$ cat config.mk
export PLATFORM = sky130hd
export DESIGN_NAME = shift_reg_ctrl_flat
export DESIGN_NICKNAME = d
export VERILOG_FILES = /design/src/rtl/shift_reg_ctrl_if.sv /design/src/rtl/shift_reg_ctrl.sv /design/src/flat_wrapper.sv
export SDC_FILE = /design/constraint.sdc
export NUM_CORES = 1
export LEC_CHECK = 0
export CAP_MARGIN = 0
export CORE_ASPECT_RATIO = 0.75
export CORE_MARGIN = 2
export CORE_UTILIZATION = 47
export DETAILED_ROUTE_END_ITERATION = 12
export GPL_TIMING_DRIVEN = 0
export PLACE_DENSITY = 0.83
export SETUP_SLACK_MARGIN = 0.4
export SYNTH_ARGS = -nofsm -noshare
export SYNTH_HDL_FRONTEND = slang
export SYNTH_SLANG_ARGS = --single-unit
$ cat constraint.sdc
create_clock -name CLK -period 3.7 [get_ports CLK]
set_clock_uncertainty 0.2 [all_clocks]
set_input_delay 0.555 -clock CLK [delete_from_list [all_inputs] [get_ports CLK]]
set_output_delay 0.555 -clock CLK [all_outputs]
set_load 0.02 [all_outputs]
$ cat src/rtl/shift_reg_ctrl_if.sv
// Command/response handshake bundle between a requester and shift_reg_ctrl.
// CNT_W must match the controller's CNT_W.
interface shift_reg_ctrl_if #(
  parameter int CNT_W = 3
);
  logic             cmd_valid;
  logic             cmd_ready;
  logic [1:0]       cmd_op;
  logic [CNT_W-1:0] cmd_cnt;
  logic [3:0]       cmd_data;
  logic             rsp_valid;
  logic             rsp_ready;
  logic [3:0]       rsp_data;

  modport master (
    output cmd_valid, cmd_op, cmd_cnt, cmd_data, rsp_ready,
    input  cmd_ready, rsp_valid, rsp_data
  );

  modport slave (
    input  cmd_valid, cmd_op, cmd_cnt, cmd_data, rsp_ready,
    output cmd_ready, rsp_valid, rsp_data
  );
endinterface

$ cat src/rtl/shift_reg_ctrl.sv
// Sequencer for a 4-bit universal shift register (load / hold / shift-up / shift-down).
// Define SHIFT_REG_CTRL_CMD_QUEUE_EN to add a 2-entry command FIFO ahead of the FSM.
module shift_reg_ctrl #(
  parameter int CNT_W = 3
) (
  input  logic               CLK,
  input  logic               RSTn,
  shift_reg_ctrl_if.slave    bus,
  output logic               S1,
  output logic               S0,
  output logic [3:0]         D,
  input  logic [3:0]         Q,
  output logic               busy
);

  typedef enum logic [1:0] {IDLE, LOAD, SHIFT, RESP} state_t;

  typedef struct packed {
    logic [1:0]       op;
    logic [CNT_W-1:0] cnt;
    logic [3:0]       data;
  } cmd_t;

  localparam logic [1:0] OP_LOAD     = 2'b00;
  localparam logic [1:0] OP_LOAD_SHD = 2'b10;
  localparam logic [1:0] OP_SHU      = 2'b11;

  state_t           state_q, state_d;
  cmd_t             cur_q, cur_d;
  logic [CNT_W-1:0] cnt_q, cnt_d;

  cmd_t in_cmd;
  cmd_t start_cmd;
  logic accept;
  logic start;
  logic queue_nonempty;

  assign in_cmd = {bus.cmd_op, bus.cmd_cnt, bus.cmd_data};
  assign accept = bus.cmd_valid & bus.cmd_ready;

`ifdef SHIFT_REG_CTRL_CMD_QUEUE_EN
  cmd_t       fifo_mem [2];
  logic       wr_ptr, rd_ptr;
  logic [1:0] fifo_cnt;
  logic       bypass, push, pop;

  // An arriving command with an empty FIFO and an idle FSM starts directly,
  // so queueing never adds latency to an isolated command.
  assign bus.cmd_ready  = RSTn & (fifo_cnt != 2'd2);
  assign bypass         = accept & (state_q == IDLE) & (fifo_cnt == 2'd0);
  assign push           = accept & ~bypass;
  assign pop            = (state_q == IDLE) & (fifo_cnt != 2'd0);
  assign start          = bypass | pop;
  assign start_cmd      = pop ? fifo_mem[rd_ptr] : in_cmd;
  assign queue_nonempty = (fifo_cnt != 2'd0);

  // NOTE: payload storage carries no reset; validity lives in the reset pointers/count.
  always_ff @(posedge CLK) begin
    if (push) fifo_mem[wr_ptr] <= in_cmd;
  end

  always_ff @(posedge CLK or negedge RSTn) begin
    if (!RSTn) begin
      wr_ptr   <= 1'b0;
      rd_ptr   <= 1'b0;
      fifo_cnt <= 2'd0;
    end else begin
      if (push) wr_ptr <= ~wr_ptr;
      if (pop)  rd_ptr <= ~rd_ptr;
      if (push && !pop)      fifo_cnt <= fifo_cnt + 2'd1;
      else if (pop && !push) fifo_cnt <= fifo_cnt - 2'd1;
    end
  end
`else
  // Ready is gated by RSTn so nothing is offered while reset is held.
  assign bus.cmd_ready  = RSTn & (state_q == IDLE);
  assign start          = accept;
  assign start_cmd      = in_cmd;
  assign queue_nonempty = 1'b0;
`endif

  // NOTE: asynchronous reset in the sensitivity list; state uses non-blocking assignment only.
  always_ff @(posedge CLK or negedge RSTn) begin
    if (!RSTn) begin
      state_q <= IDLE;
      cur_q   <= '0;
      cnt_q   <= '0;
    end else begin
      state_q <= state_d;
      cur_q   <= cur_d;
      cnt_q   <= cnt_d;
    end
  end

  // NOTE: every output of this block gets a default first, so no latch can be inferred.
  always_comb begin
    state_d       = state_q;
    cur_d         = cur_q;
    cnt_d         = cnt_q;
    S1            = 1'b1;
    S0            = 1'b0;
    D             = 4'd0;
    bus.rsp_valid = 1'b0;

    unique case (state_q)
      IDLE: begin
        if (start) begin
          cur_d = start_cmd;
          if (start_cmd.op != OP_SHU) begin
            state_d = LOAD;
          end else if (start_cmd.cnt == '0) begin
            state_d = RESP;
          end else begin
            state_d = SHIFT;
            cnt_d   = start_cmd.cnt;
          end
        end
      end

      LOAD: begin
        S0 = 1'b1;
        D  = cur_q.data;
        // A plain load ignores its count field entirely.
        if (cur_q.op != OP_LOAD && cur_q.cnt != '0) begin
          state_d = SHIFT;
          cnt_d   = cur_q.cnt;
        end else begin
          state_d = RESP;
        end
      end

      SHIFT: begin
        S1 = 1'b0;
        S0 = (cur_q.op == OP_LOAD_SHD);
        if (cnt_q == CNT_W'(1)) begin
          state_d = RESP;
          cnt_d   = '0;
        end else begin
          cnt_d = cnt_q - CNT_W'(1);
        end
      end

      RESP: begin
        bus.rsp_valid = 1'b1;
        if (bus.rsp_ready) state_d = IDLE;
      end

      default: state_d = IDLE;
    endcase
  end

  // The register holds while in RESP, so passing Q straight through stays stable.
  assign bus.rsp_data = Q;
  assign busy         = (state_q != IDLE) | queue_nonempty;

endmodule

$ cat src/flat_wrapper.sv
// flat-port wrapper written by rule: the top's interface ports become plain ports
module shift_reg_ctrl_flat 
#(
  parameter int CNT_W = 3
)
  (CLK, RSTn, S1, S0, D, Q, busy, bus_cmd_valid, bus_cmd_op, bus_cmd_cnt, bus_cmd_data, bus_rsp_ready, bus_cmd_ready, bus_rsp_valid, bus_rsp_data);
  shift_reg_ctrl_if #(.CNT_W(CNT_W)) bus_i ();
  input  logic CLK;
  input  logic RSTn;
  output logic S1;
  output logic S0;
  output logic [3:0] D;
  input  logic [3:0] Q;
  output logic busy;
  input wire logic [$bits(bus_i.cmd_valid)-1:0] bus_cmd_valid;
  input wire logic [$bits(bus_i.cmd_op)-1:0] bus_cmd_op;
  input wire logic [$bits(bus_i.cmd_cnt)-1:0] bus_cmd_cnt;
  input wire logic [$bits(bus_i.cmd_data)-1:0] bus_cmd_data;
  input wire logic [$bits(bus_i.rsp_ready)-1:0] bus_rsp_ready;
  output wire logic [$bits(bus_i.cmd_ready)-1:0] bus_cmd_ready;
  output wire logic [$bits(bus_i.rsp_valid)-1:0] bus_rsp_valid;
  output wire logic [$bits(bus_i.rsp_data)-1:0] bus_rsp_data;
  assign bus_i.cmd_valid = bus_cmd_valid;
  assign bus_i.cmd_op = bus_cmd_op;
  assign bus_i.cmd_cnt = bus_cmd_cnt;
  assign bus_i.cmd_data = bus_cmd_data;
  assign bus_i.rsp_ready = bus_rsp_ready;
  assign bus_cmd_ready = bus_i.cmd_ready;
  assign bus_rsp_valid = bus_i.rsp_valid;
  assign bus_rsp_data = bus_i.rsp_data;
  shift_reg_ctrl #(.CNT_W(CNT_W)) u_core (.CLK(CLK), .RSTn(RSTn), .bus(bus_i), .S1(S1), .S0(S0), .D(D), .Q(Q), .busy(busy));
endmodule
Word-level counts from Yosys, hierarchy flattened
Cells that the tools add are included.
Widths: inputs -> output; s select.

storage, ports and cells
  ROM bits = 0
  RAM bits = 0
  memories = 0
  bits in latches = 0
  register bits after elaboration = 14
  input bits = 17
  output and inout port bits = 13

cells by class
  reduce and logical (&&, ||, !) cells = 10
  $add $sub $neg = 1
  bitwise operators = 2
  multiply operators = 0
  $lt $le $gt $ge = 0
  shift operators = 0
  multiplexer cells = 17
  equal/unequal tests = 12
  divide/modulo/power cells = 0

operator list
  kind                 count
  $mux 3               5
  $pmux 3 s3           1
  $mux 2               4
  $ne 2x2->1 const B   4
  $pmux 2 s4           1
  $eq 2x2->1 const B   3
  $ne 2x1->1 const B   3
  $reduce_bool 3->1    2
  $reduce_and 5->1     1
  $mux 1               4
  $mux 4               1
  $reduce_bool 2->1    2
  $eq 3x1->1 const B   1
  $logic_not 3->1      1
  $reduce_and 3->1     1
  $sub 3x1->3 const B  1
  $and 1x1->1          2
  $eq 2x1->1 const B   1
  $logic_not 2->1      1
  $pmux 1 s2           1
  $reduce_and 2->1     1
  $logic_and 1x1->1    1

Depth between registers and ports, before layout
Gate-level depths: netlist of run 1.

  word-level depth = 5
  depth in mapped cells = 7

Worst setup path before layout of run 1
No wires, ideal clock.

  path kind = flip-flop to flip-flop
  start = register u_core.state_q[0]
  end = register u_core.state_q[0]
  stages on the path, launching flop included = 7
  path buffers = 0
  arrival = 1.579 ns
  path slack = 1.802 ns
  cell sequence = dfrtp_1 inv_1 ha_1 nand3_2 a222oi_1 o211ai_1 o21a_1

on the way
  longest elaborated chain between the ends = 5
  elaborated cells between the ends (all ways) = 11

RTL lines
  element                            RTL line                                     RTL
  from (decl)                        shift_reg_ctrl.sv:28                         state_t state_q, state_d;
  from (signal assigned)             shift_reg_ctrl.sv:89                         state_q <= state_d;
  $logic_not 2->1                    shift_reg_ctrl.sv:76, shift_reg_ctrl.sv:105
  $and 1x1->1                        shift_reg_ctrl.sv:76                         assign bus.cmd_ready = RSTn & (state_q == IDLE);
  $and 1x1->1                        shift_reg_ctrl.sv:39                         assign accept = bus.cmd_valid & bus.cmd_ready;
  $ne 2x1->1 (no source line)        --
  $reduce_and 3->1 (no source line)  --

Parallel ways exist; a longest one is shown, timed or not.
A chain may end at the register's enable or synchronous reset.

Worst setup path after layout of run 1
  start = input RSTn
  end = output bus_cmd_ready

on the way
  longest elaborated chain between the ends = 1

RTL lines
  element      RTL line              RTL
  from (decl)  flat_wrapper.sv:9     input logic RSTn;
  $and 1x1->1  shift_reg_ctrl.sv:76
  to (decl)    flat_wrapper.sv:20    output wire logic [$bits(bus_i.cmd_ready)-1:0] bus_cmd_ready;

No other way between the ends.

==> impl_metrics.json, run 1 <==
{
  "rsz0062_at_grt": "no",
  "ir_drop_uv": 447,
  "grt_usage": 0.188,
  "slew_violations": 0,
  "grt_util_met1": 0.243,
  "synth-seq-area-share": 0.411,
  "grt_use_met3": 0.0438,
  "path_buf_inv": 2,
  "p_clk_frac": 0.115,
  "die_width_microns": 53.2,
  "multi_input_area_sq_um": 435,
  "min_path_cells": 1,
  "cts_setup_buffers": 0,
  "portBuffers": 25,
  "fin_setup_tns_ns": 0,
  "yosysWarningCount": 0,
  "async_reset_ff_frac": 1.00,
  "worstSetupPathType": "in -> out",
  "start_kind": "input port",
  "antenna_found_initial": 0,
  "syn_nets": 105,
  "postLayoutCoreUtil": 0.677,
  "clockBufferDepth": 2,
  "swShare": 0.392,
  "fmax_ghz": 0.327,
  "power.density_nw_per_um2": 824,
  "dp_worst_setup_slack_ns": 0.577,
  "area_growth_pct": 36.8,
  "min_period_over_period": 0.826,
  "path_cells": "clkdlybuf4s50_1 -> and2_1 -> clkdlybuf4s50_1",
  "grt_pass1_vias": 637,
  "layout-drive-gt1-share": 0.209,
  "power_switching_w": 0.000377,
  "syn_area_sq_um": 853,
  "nets": 135,
  "pwr-share-seq": 0.300,
  "netlist_instances": 81,
  "reg2reg_depth": 6,
  "rr_startpoint": "u_core.state_q[0]",
  "grt_first_pass_wirelength_microns": 2860,
  "ff2ff_setup_slack_ns": 1.59,
  "seq_area_sq_um": 350,
  "grt_max_degree": 17,
  "hold_class": "reg -> reg",
  "route.detailed.drc": 0,
  "avgSynthCellArea_sq_um": 10.5,
  "comb_power_share": 0.584,
  "clockRootBuffer": "clkbuf_4",
  "cp_max_fo": 16,
  "synth_edf_count": 0,
  "cts_resized": 0,
  "ioPinCount": 30,
  "internal-power_w": 0.000586,
  "setup_slack_ns": 0.644,
  "maxCapViolations": 0,
  "drt_iter0_markers": 13,
  "hold_path_end": "u_core.cur_q[1]",
  "die_y_microns": 40.9,
  "cts_tree": "built",
  "dp_hpwl_microns": 1300,
  "coreArea_sq_um": 1720,
  "total_leakage_power_nw": 0.518,
  "fin_hold_ws_ns": 0.305,
  "grt_overflow": 0,
  "die_area_sq_um": 2180,
  "numCtsBuffers": 3,
  "maxSlewHeadroom": 0.528,
  "synth.ff_latch_count": 14,
  "fill_cells": 141,
  "regToRegEndpoint": "u_core.state_q[0]",
  "fin_cells": 132,
  "synth_cell_types": 23,
  "hold_viol": 0,
  "setup_viol": 0,
  "drt-vias-per-instance": 5.20,
  "clk_latency_ns": 0.28,
  "dp_cells": 128,
  "dr.pass1.iters": 4,
  "diodes": 0,
  "top_usage_layer": "met2",
  "num_rows": 13,
  "cts_hold_buf": 0,
  "vias": 687,
  "use_met2": 0.309,
  "crit_top_cell": "clkdlybuf4s50_1",
  "ys.flop_type": "dfrtp_1",
  "crit_slowest_cell": "clkdlybuf4s50_1",
  "crit_path_end_kind": "output port",
  "gp_congestion": 0.802,
  "worst_pin_slew_ns": 0.706,
  "min_from": "u_core.cur_q[1]",
  "start_util": 0.495,
  "finalCriticalPeriod_ns": 3.06,
  "required_ns": 2.94,
  "crit_family": "buffers and inverters",
  "wl_per_cell_microns": 12.6,
  "status": "finished, final reports clean",
  "clock_sinks": 14,
  "drt-total-wl_microns": 1660,
  "ant_nets": 0,
  "clk_pin_slew_ns": 0.08,
  "htree_levels": 1,
  "crit_arrival_ns": 2.30,
  "max_stage_delay_ns": 0.93
}
-- metal layers --
layer	vias to the layer above	routed length [microns]
li1	336	-
met1	326	725
met2	23	802
met3	2	108
met4	0	27
met5	-	0
-- registers in the layout, summed over array words and instances, names as in the netlist --
register / cells
u_core.cur_q: 9
u_core.cnt_q: 3
u_core.state_q: 2
-- power groups by stage --
stage	Combinational [W]	Sequential, W	Clock [W]
finish	0.000562	0.000289	0.000111
global route	0.000631	0.000301	0.000124
global placement	0.000556	0.000288	0
CTS	0.000567	0.000289	0.000114
detailed placement	0.000566	0.000293	0
floorplan	0.000405	0.000277	0
-- metrics by stage --
step	total power, W	cell area (sq um)
5_1_grt	0.00106	1170
6_report	0.000962	1170
2_1_floorplan	0.000682	853
4_1_cts	0.000971	1170
3_5_place_dp	0.000859	1130
3_3_place_gp	0.000844	1130
-- cell families (layout without fill, tap and decap cells) --
logic type,after synthesis,after routing,share of synthesized area
AND/OR/NAND/NOR,19,19,0.114
AO/OA/AOI/OAI,14,14,0.111
flip-flops,14,14,0.411
multiplexers,13,13,0.172
buffers and inverters,13,42,0.0792
adder cells (fa/ha/maj),7,7,0.103
XOR/XNOR,1,1,0.0103
-- final cells by class --
| cell class | count | share of cell area |
|---|---|---|
| flip-flops and latches | 14 | 0.300 |
| clock buffers | 4 | 0.0311 |
| multi-input cells | 54 | 0.373 |
| well taps | 22 | 0.0236 |
| plain buffers | 6 | 0.0354 |
| inverters | 7 | 0.0225 |
| repair buffers | 25 | 0.214 |
-- how the worst max path moves through the flow --
stage | slack, ns | start | cells past startpoint | endpoint
after CTS | 0.58 | RSTn | 3 | bus_cmd_ready
after global routing | 0.49 | RSTn | 3 | bus_cmd_ready
after detailed placement | 0.58 | RSTn | 3 | bus_cmd_ready
final | 0.64 | RSTn | 3 | bus_cmd_ready
after floorplan | 1.80 | u_core.state_q[0] | 6 | u_core.state_q[0]
after global placement | 0.61 | RSTn | 3 | bus_cmd_ready
-- cells in the mapped netlist, drive strengths merged (2+ instances only) --
| master | n | area, sq um |
|---|---|---|
| ha | 7 | 87.6 |
| nand3 | 3 | 20.0 |
| inv | 7 | 26.3 |
| nand2 | 5 | 18.8 |
| buf | 5 | 37.5 |
| and2 | 5 | 31.3 |
| a21oi | 5 | 25.0 |
| o21a | 2 | 15.0 |
| dfrtp | 14 | 350 |
| nor2 | 4 | 15.0 |
| mux2 | 13 | 146 |
-- cells in the final DEF (no fill, tap or decap), types with 2 or more instances in the layout --
cell type and n:
dfrtp_1 14, inv_1 7, clkbuf_4 3, nand2_1 5, and2_1 5, mux2_2 13, buf_4 5, a21oi_1 5
o21a_1 2, ha_1 7, nand3_1 2, nor2_1 4, clkdlybuf4s50_1 25
Power figures use the tool's default switching activity.
==> run 2, diff against run 1 <==
--- a/config.mk
+++ b/config.mk
@@ -8,10 +8,10 @@
 export CAP_MARGIN = 0
 export CORE_ASPECT_RATIO = 0.75
 export CORE_MARGIN = 2
-export CORE_UTILIZATION = 47
+export CORE_UTILIZATION = 39
 export DETAILED_ROUTE_END_ITERATION = 12
 export GPL_TIMING_DRIVEN = 0
-export PLACE_DENSITY = 0.83
+export PLACE_DENSITY = 0.74
 export SETUP_SLACK_MARGIN = 0.4
 export SYNTH_ARGS = -nofsm -noshare
 export SYNTH_HDL_FRONTEND = slang
==> constraint.sdc (replaced) <==
create_clock -name CLK -period 2.7 [get_ports CLK]
set_clock_uncertainty 0.2 [all_clocks]
set_input_delay 0.405 -clock CLK [delete_from_list [all_inputs] [get_ports CLK]]
set_output_delay 0.405 -clock CLK [all_outputs]
set_load 0.02 [all_outputs]
==> run 2 against run 1 <==
  * Flip-flop and latch count did not move
  * Critical path depth rose by 1
  * Largest cell class unchanged
  * Wire length up 8.1%
  * Non-clock buffer count is 2 higher
  * Total power up 38%
  * Count of clock-buffer cells in the layout stayed put
  * Combinational power grew 40%
  * Utilization is 9.6 points lower
==> impl_metrics.json, run 2 (same netlist as run 1, synthesis figures left out) <==
{
  "clock_sinks": 14,
  "layout_commonest_cell": "clkdlybuf4s50_1",
  "cp_max_fo": 10,
  "total_leakage_power_nw": 0.554,
  "dr.pass1.iters": 4,
  "fill_cells": 188,
  "setup_viol": 0,
  "num_rows": 14,
  "clk_latency_ns": 0.29,
  "portBuffers": 25,
  "maxCapViolations": 0,
  "die_width_microns": 58.0,
  "rsz0062_at_grt": "no",
  "p_clk_frac": 0.114,
  "placed_area_sq_um": 1130,
  "dp_cells": 130,
  "dp_hpwl_microns": 1310,
  "min_period_over_period": 0.816,
  "status": "finished, final reports clean",
  "area_growth_pct": 38.4,
  "worst_pin_slew_ns": 0.651,
  "hold_viol": 0,
  "crit_arrival_ns": 1.60,
  "finalCriticalPeriod_ns": 2.20,
  "wl_per_cell_microns": 13.2,
  "coreArea_sq_um": 2030,
  "gp_congestion": 0.876,
  "grt_max_degree": 17,
  "fmax_ghz": 0.454,
  "clockRootBuffer": "clkbuf_4",
  "nets": 137,
  "htree_levels": 1,
  "largestRegisters": "u_core.cur_q: 9 flops, u_core.cnt_q: 3 flops, u_core.state_q: 2 flops",
  "swShare": 0.406,
  "clockBufferDepth": 2,
  "die_y_microns": 44.5,
  "drt-total-wl_microns": 1800,
  "start_kind": "register",
  "hold_class": "reg -> reg",
  "clk_pin_slew_ns": 0.09,
  "crit_path_end_kind": "output port",
  "numCtsBuffers": 3,
  "route.detailed.drc": 0,
  "power_switching_w": 0.000540,
  "antenna_found_initial": 0,
  "layout_common_cells": "clkdlybuf4s50_1, dfrtp_1, mux2_2, inv_1, buf_4",
  "slew_violations": 0,
  "grt_pass1_vias": 635,
  "power.density_nw_per_um2": 1130,
  "worstSetupPathType": "reg -> out",
  "fin_hold_ws_ns": 0.302,
  "cts_tree": "built",
  "comb_power_share": 0.589,
  "fin_cells": 136,
  "required_ns": 2.10,
  "maxSlewHeadroom": 0.564,
  "grt_usage": 0.159,
  "diodes": 0,
  "grt_overflow": 0,
  "postLayoutCoreUtil": 0.581,
  "internal-power_w": 0.000791,
  "ant_nets": 0,
  "drt-vias-per-instance": 5.13,
  "vias": 698,
  "ioPinCount": 30,
  "ir_drop_uv": 761,
  "pwr-share-seq": 0.296,
  "largest_reg_flops": 9,
  "die_area_sq_um": 2580,
  "layout-drive-gt1-share": 0.259,
  "start_util": 0.420,
  "final_cell_area_sq_um": 1180,
  "grt_first_pass_wirelength_microns": 2970,
  "drt_iter0_markers": 20,
  "largest_register": "u_core.cur_q"
}
-- run 2: cell type report --
class                      instances  area, sq um  area share
buffer                             6         42.5      0.0360
multi-input combinational         54          440       0.373
tap                               24         30.0      0.0254
timing repair buffer              27          255       0.216
inverter                           7         26.3      0.0222
sequential                        14          350       0.297
clock buffer                       4         36.3      0.0307
-- run 2: per-layer routing --
layer  GRT usage  part of all wire  vias to the layer above
li1            -                 -                      338
met1       0.209              0.47                      332
met2       0.239              0.43                       24
met3      0.0643             0.085                        4
met4      0.0558             0.013                        0
met5           0                 0                        -
-- run 2: path summary, 6_finish.rpt --
check	depth (start not counted)	end	startpoint	slack (ns)
hold / removal	1	u_core.cur_q[0]	u_core.cur_q[0]	0.30
min in group asynchronous	2	u_core.cnt_q[2]	RSTn	0.50
setup reg to reg	6	u_core.state_q[0]	u_core.state_q[0]	0.58
hold reg to reg	1	u_core.cur_q[0]	u_core.cur_q[0]	0.30
setup / recovery	4	D[0]	u_core.state_q[0]	0.50
max in group asynchronous	2	u_core.cur_q[5]	RSTn	1.37
-- run 2: power by group through the flow --
stage,Sequential (W),Clock (W),Combinational [W]
after floorplan,0.000380,0,0.000555
after global placement,0.000397,0,0.000768
after detailed placement,0.000403,0,0.000777
after CTS,0.000392,0.000158,0.000777
after global routing,0.000409,0.000170,0.000862
final,0.000395,0.000152,0.000784
-- run 2: through the flow --
| step | setup WS, ns | TNS, ns | power (W) |
|---|---|---|---|
| after floorplan | 0.802 | 0 | 0.000935 |
| after global placement | -0.0955 | -0.146 | 0.00116 |
| after detailed placement | -0.102 | -0.163 | 0.00118 |
| after CTS | 0.173 | 0 | 0.00133 |
| after global routing | 0.402 | 0 | 0.00144 |
| final | 0.496 | 0 | 0.00133 |
-- run 2: timing repair --
action	4_1_cts	5_1_grt
gates cloned	0	0
endpoints found under the hold margin	0	14
resized for setup	12	6
setup buffers	1	0
hold buffers	0	1
setup endpoints to repair	12	5
-- run 2: worst max-delay path, cell delays in order (launching register included) --
cell and delay (ns):
dfrtp_1 0.45, ha_1 0.21, clkbuf_2 0.18, and2_1 0.16
dlygate4sd2_1 0.31
==> run 3, diff against run 2 <==
==> constraint.sdc (replaced) <==
create_clock -name CLK -period 1.9 [get_ports CLK]
set_clock_uncertainty 0.2 [all_clocks]
set_input_delay 0.285 -clock CLK [delete_from_list [all_inputs] [get_ports CLK]]
set_output_delay 0.285 -clock CLK [all_outputs]
set_load 0.02 [all_outputs]
==> run 3 against run 2 <==
  * Design area up 34%
  * Setup slack worse by 0.48 ns
  * Global-route usage up 5.4 points
  * Count of clock-buffer cells in the layout unchanged
  * Via count up 17%
  * Register-to-register slack worse by 0.57 ns
  * Wire length up 51%
  * Non-clock buffer count up 17
  * Total power up 120%
  * Clock power up 43%
  * Largest cell class unchanged
  * Largest power group unchanged
  * Highest routed layer unchanged
==> impl_metrics.json, run 3 (same netlist as run 1, synthesis figures left out) <==
{
  "dr.pass1.iters": 4,
  "ioPinCount": 30,
  "nets": 154,
  "drt-vias-per-instance": 5.33,
  "rsz0062_at_grt": "yes",
  "grt_overflow": 0,
  "num_rows": 14,
  "grt_max_degree": 15,
  "maxCapViolations": 0,
  "clockRootBuffer": "clkbuf_4",
  "crit_arrival_ns": 1.40,
  "portBuffers": 25,
  "status": "finished, final reports clean",
  "numCtsBuffers": 3,
  "worst_pin_slew_ns": 0.676,
  "grt_pass1_vias": 816,
  "cts_tree": "built",
  "finalCriticalPeriod_ns": 1.89,
  "total_leakage_power_nw": 0.731,
  "start_kind": "register",
  "drt-total-wl_microns": 2720,
  "antenna_found_initial": 0,
  "worstSetupPathType": "reg -> out",
  "layout_common_cells": "buf_6, clkdlybuf4s50_1, dfrtp_1, mux2_4, buf_4",
  "slew_violations": 0,
  "grt_usage": 0.213,
  "ant_nets": 0,
  "internal-power_w": 0.00175,
  "route.detailed.drc": 0,
  "swShare": 0.394,
  "wl_per_cell_microns": 17.8,
  "clockBufferDepth": 2,
  "die_width_microns": 58.0,
  "die_area_sq_um": 2580,
  "crit_path_end_kind": "output port",
  "postLayoutCoreUtil": 0.778,
  "drt_iter0_markers": 24,
  "fmax_ghz": 0.529,
  "die_y_microns": 44.5,
  "power.density_nw_per_um2": 1820,
  "ir_drop_uv": 1230,
  "vias": 816,
  "clock_sinks": 14,
  "setup_viol": 0,
  "p_clk_frac": 0.076,
  "htree_levels": 1,
  "diodes": 0,
  "hold_class": "reg -> reg",
  "min_period_over_period": 0.994,
  "area_growth_pct": 85.2,
  "maxSlewHeadroom": 0.548,
  "layout-drive-gt1-share": 0.566,
  "largest_reg_flops": 9,
  "comb_power_share": 0.717,
  "dp_hpwl_microns": 1430,
  "largestRegisters": "u_core.cur_q: 9 flops, u_core.cnt_q: 3 flops, u_core.state_q: 2 flops",
  "start_util": 0.420,
  "largest_register": "u_core.cur_q",
  "grt_first_pass_wirelength_microns": 3930,
  "power.total_w": 0.00288,
  "pwr-share-seq": 0.207,
  "hold_viol": 0,
  "gp_congestion": 0.829,
  "cp_max_fo": 3,
  "clk_pin_slew_ns": 0.09,
  "clk_latency_ns": 0.28,
  "coreArea_sq_um": 2030,
  "layout_commonest_cell": "buf_6",
  "required_ns": 1.41,
  "power_switching_w": 0.00114
}
[run 3: final timing paths]
kind | from | to | slack, ns | depth (start not counted)
max in group asynchronous | RSTn | u_core.state_q[0] | 0.51 | 2
setup / recovery | u_core.state_q[1] | S0 | 0.01 | 6
setup reg to reg | u_core.state_q[1] | u_core.state_q[0] | 0.01 | 7
min in group asynchronous | RSTn | u_core.cnt_q[2] | 0.52 | 2
hold reg to reg | u_core.cur_q[1] | u_core.cur_q[1] | 0.32 | 1
hold / removal | u_core.cur_q[1] | u_core.cur_q[1] | 0.32 | 1
[run 3: stage by stage]
stage | TNS (ns) | area (sq um) | worst slack, ns | instances | hold slack, ns
final | 0 | 1580 | 0.0112 | 153 | 0.319
after detailed placement | -8.71 | 1160 | -0.752 | 130 | 0.290
after global routing | -0.0534 | 1580 | -0.0252 | 153 | 0.336
after floorplan | 0 | 882 | 0.131 | 81 | -0.211
after global placement | -8.42 | 1160 | -0.736 | 130 | 0.277
after CTS | 0 | 1430 | 0.0240 | 149 | 0.313
[run 3: area by class of cell]
class / instances / area, sq um
clock buffers: 4 / 36.3
fillers: 124 / 452
well taps: 24 / 30.0
flip-flops and latches: 14 / 352
repair buffers: 44 / 469
plain buffers: 6 / 60.1
multi-input cells: 54 / 599
inverters: 7 / 33.8
[run 3: timing repair]
| action | 4_1_cts | 5_1_grt |
|---|---|---|
| hold buffers | 1 | 0 |
| setup buffers | 13 | 4 |
| pin swaps | 3 | 1 |
| endpoints found under the setup margin | 23 | 23 |
| resized for setup | 75 | 36 |
| endpoints found under the hold margin | 14 | 0 |
| cloned | 1 | 0 |
[run 3: per-layer routing]
| layer | wire [microns] | GRT usage | share of wire | vias up |
|---|---|---|---|---|
| met4 | 48 | 0.112 | 0.018 | 0 |
| met2 | 1330 | 0.368 | 0.49 | 36 |
| met3 | 146 | 0.0292 | 0.054 | 6 |
| met5 | 0 | 0 | 0 | - |
| li1 | - | - | - | 373 |
| met1 | 1190 | 0.261 | 0.44 | 401 |
[run 3: power groups by stage]
stage	logic, W	clock network, W	registers [W]
floorplan	0.000875	0	0.000544
global placement	0.00118	0	0.000568
detailed placement	0.00121	0	0.000584
CTS	0.00162	0.000217	0.000577
global route	0.00219	0.000239	0.000618
finish	0.00207	0.000218	0.000597
[run 3: worst max-delay path, stage by stage (launching register included)]
cell	delay, ns
dfrtp_1	0.41
buf_6	0.14
ha_4	0.16
nand2_1	0.05
nor2_1	0.04
o21a_4	0.19
buf_6	0.12
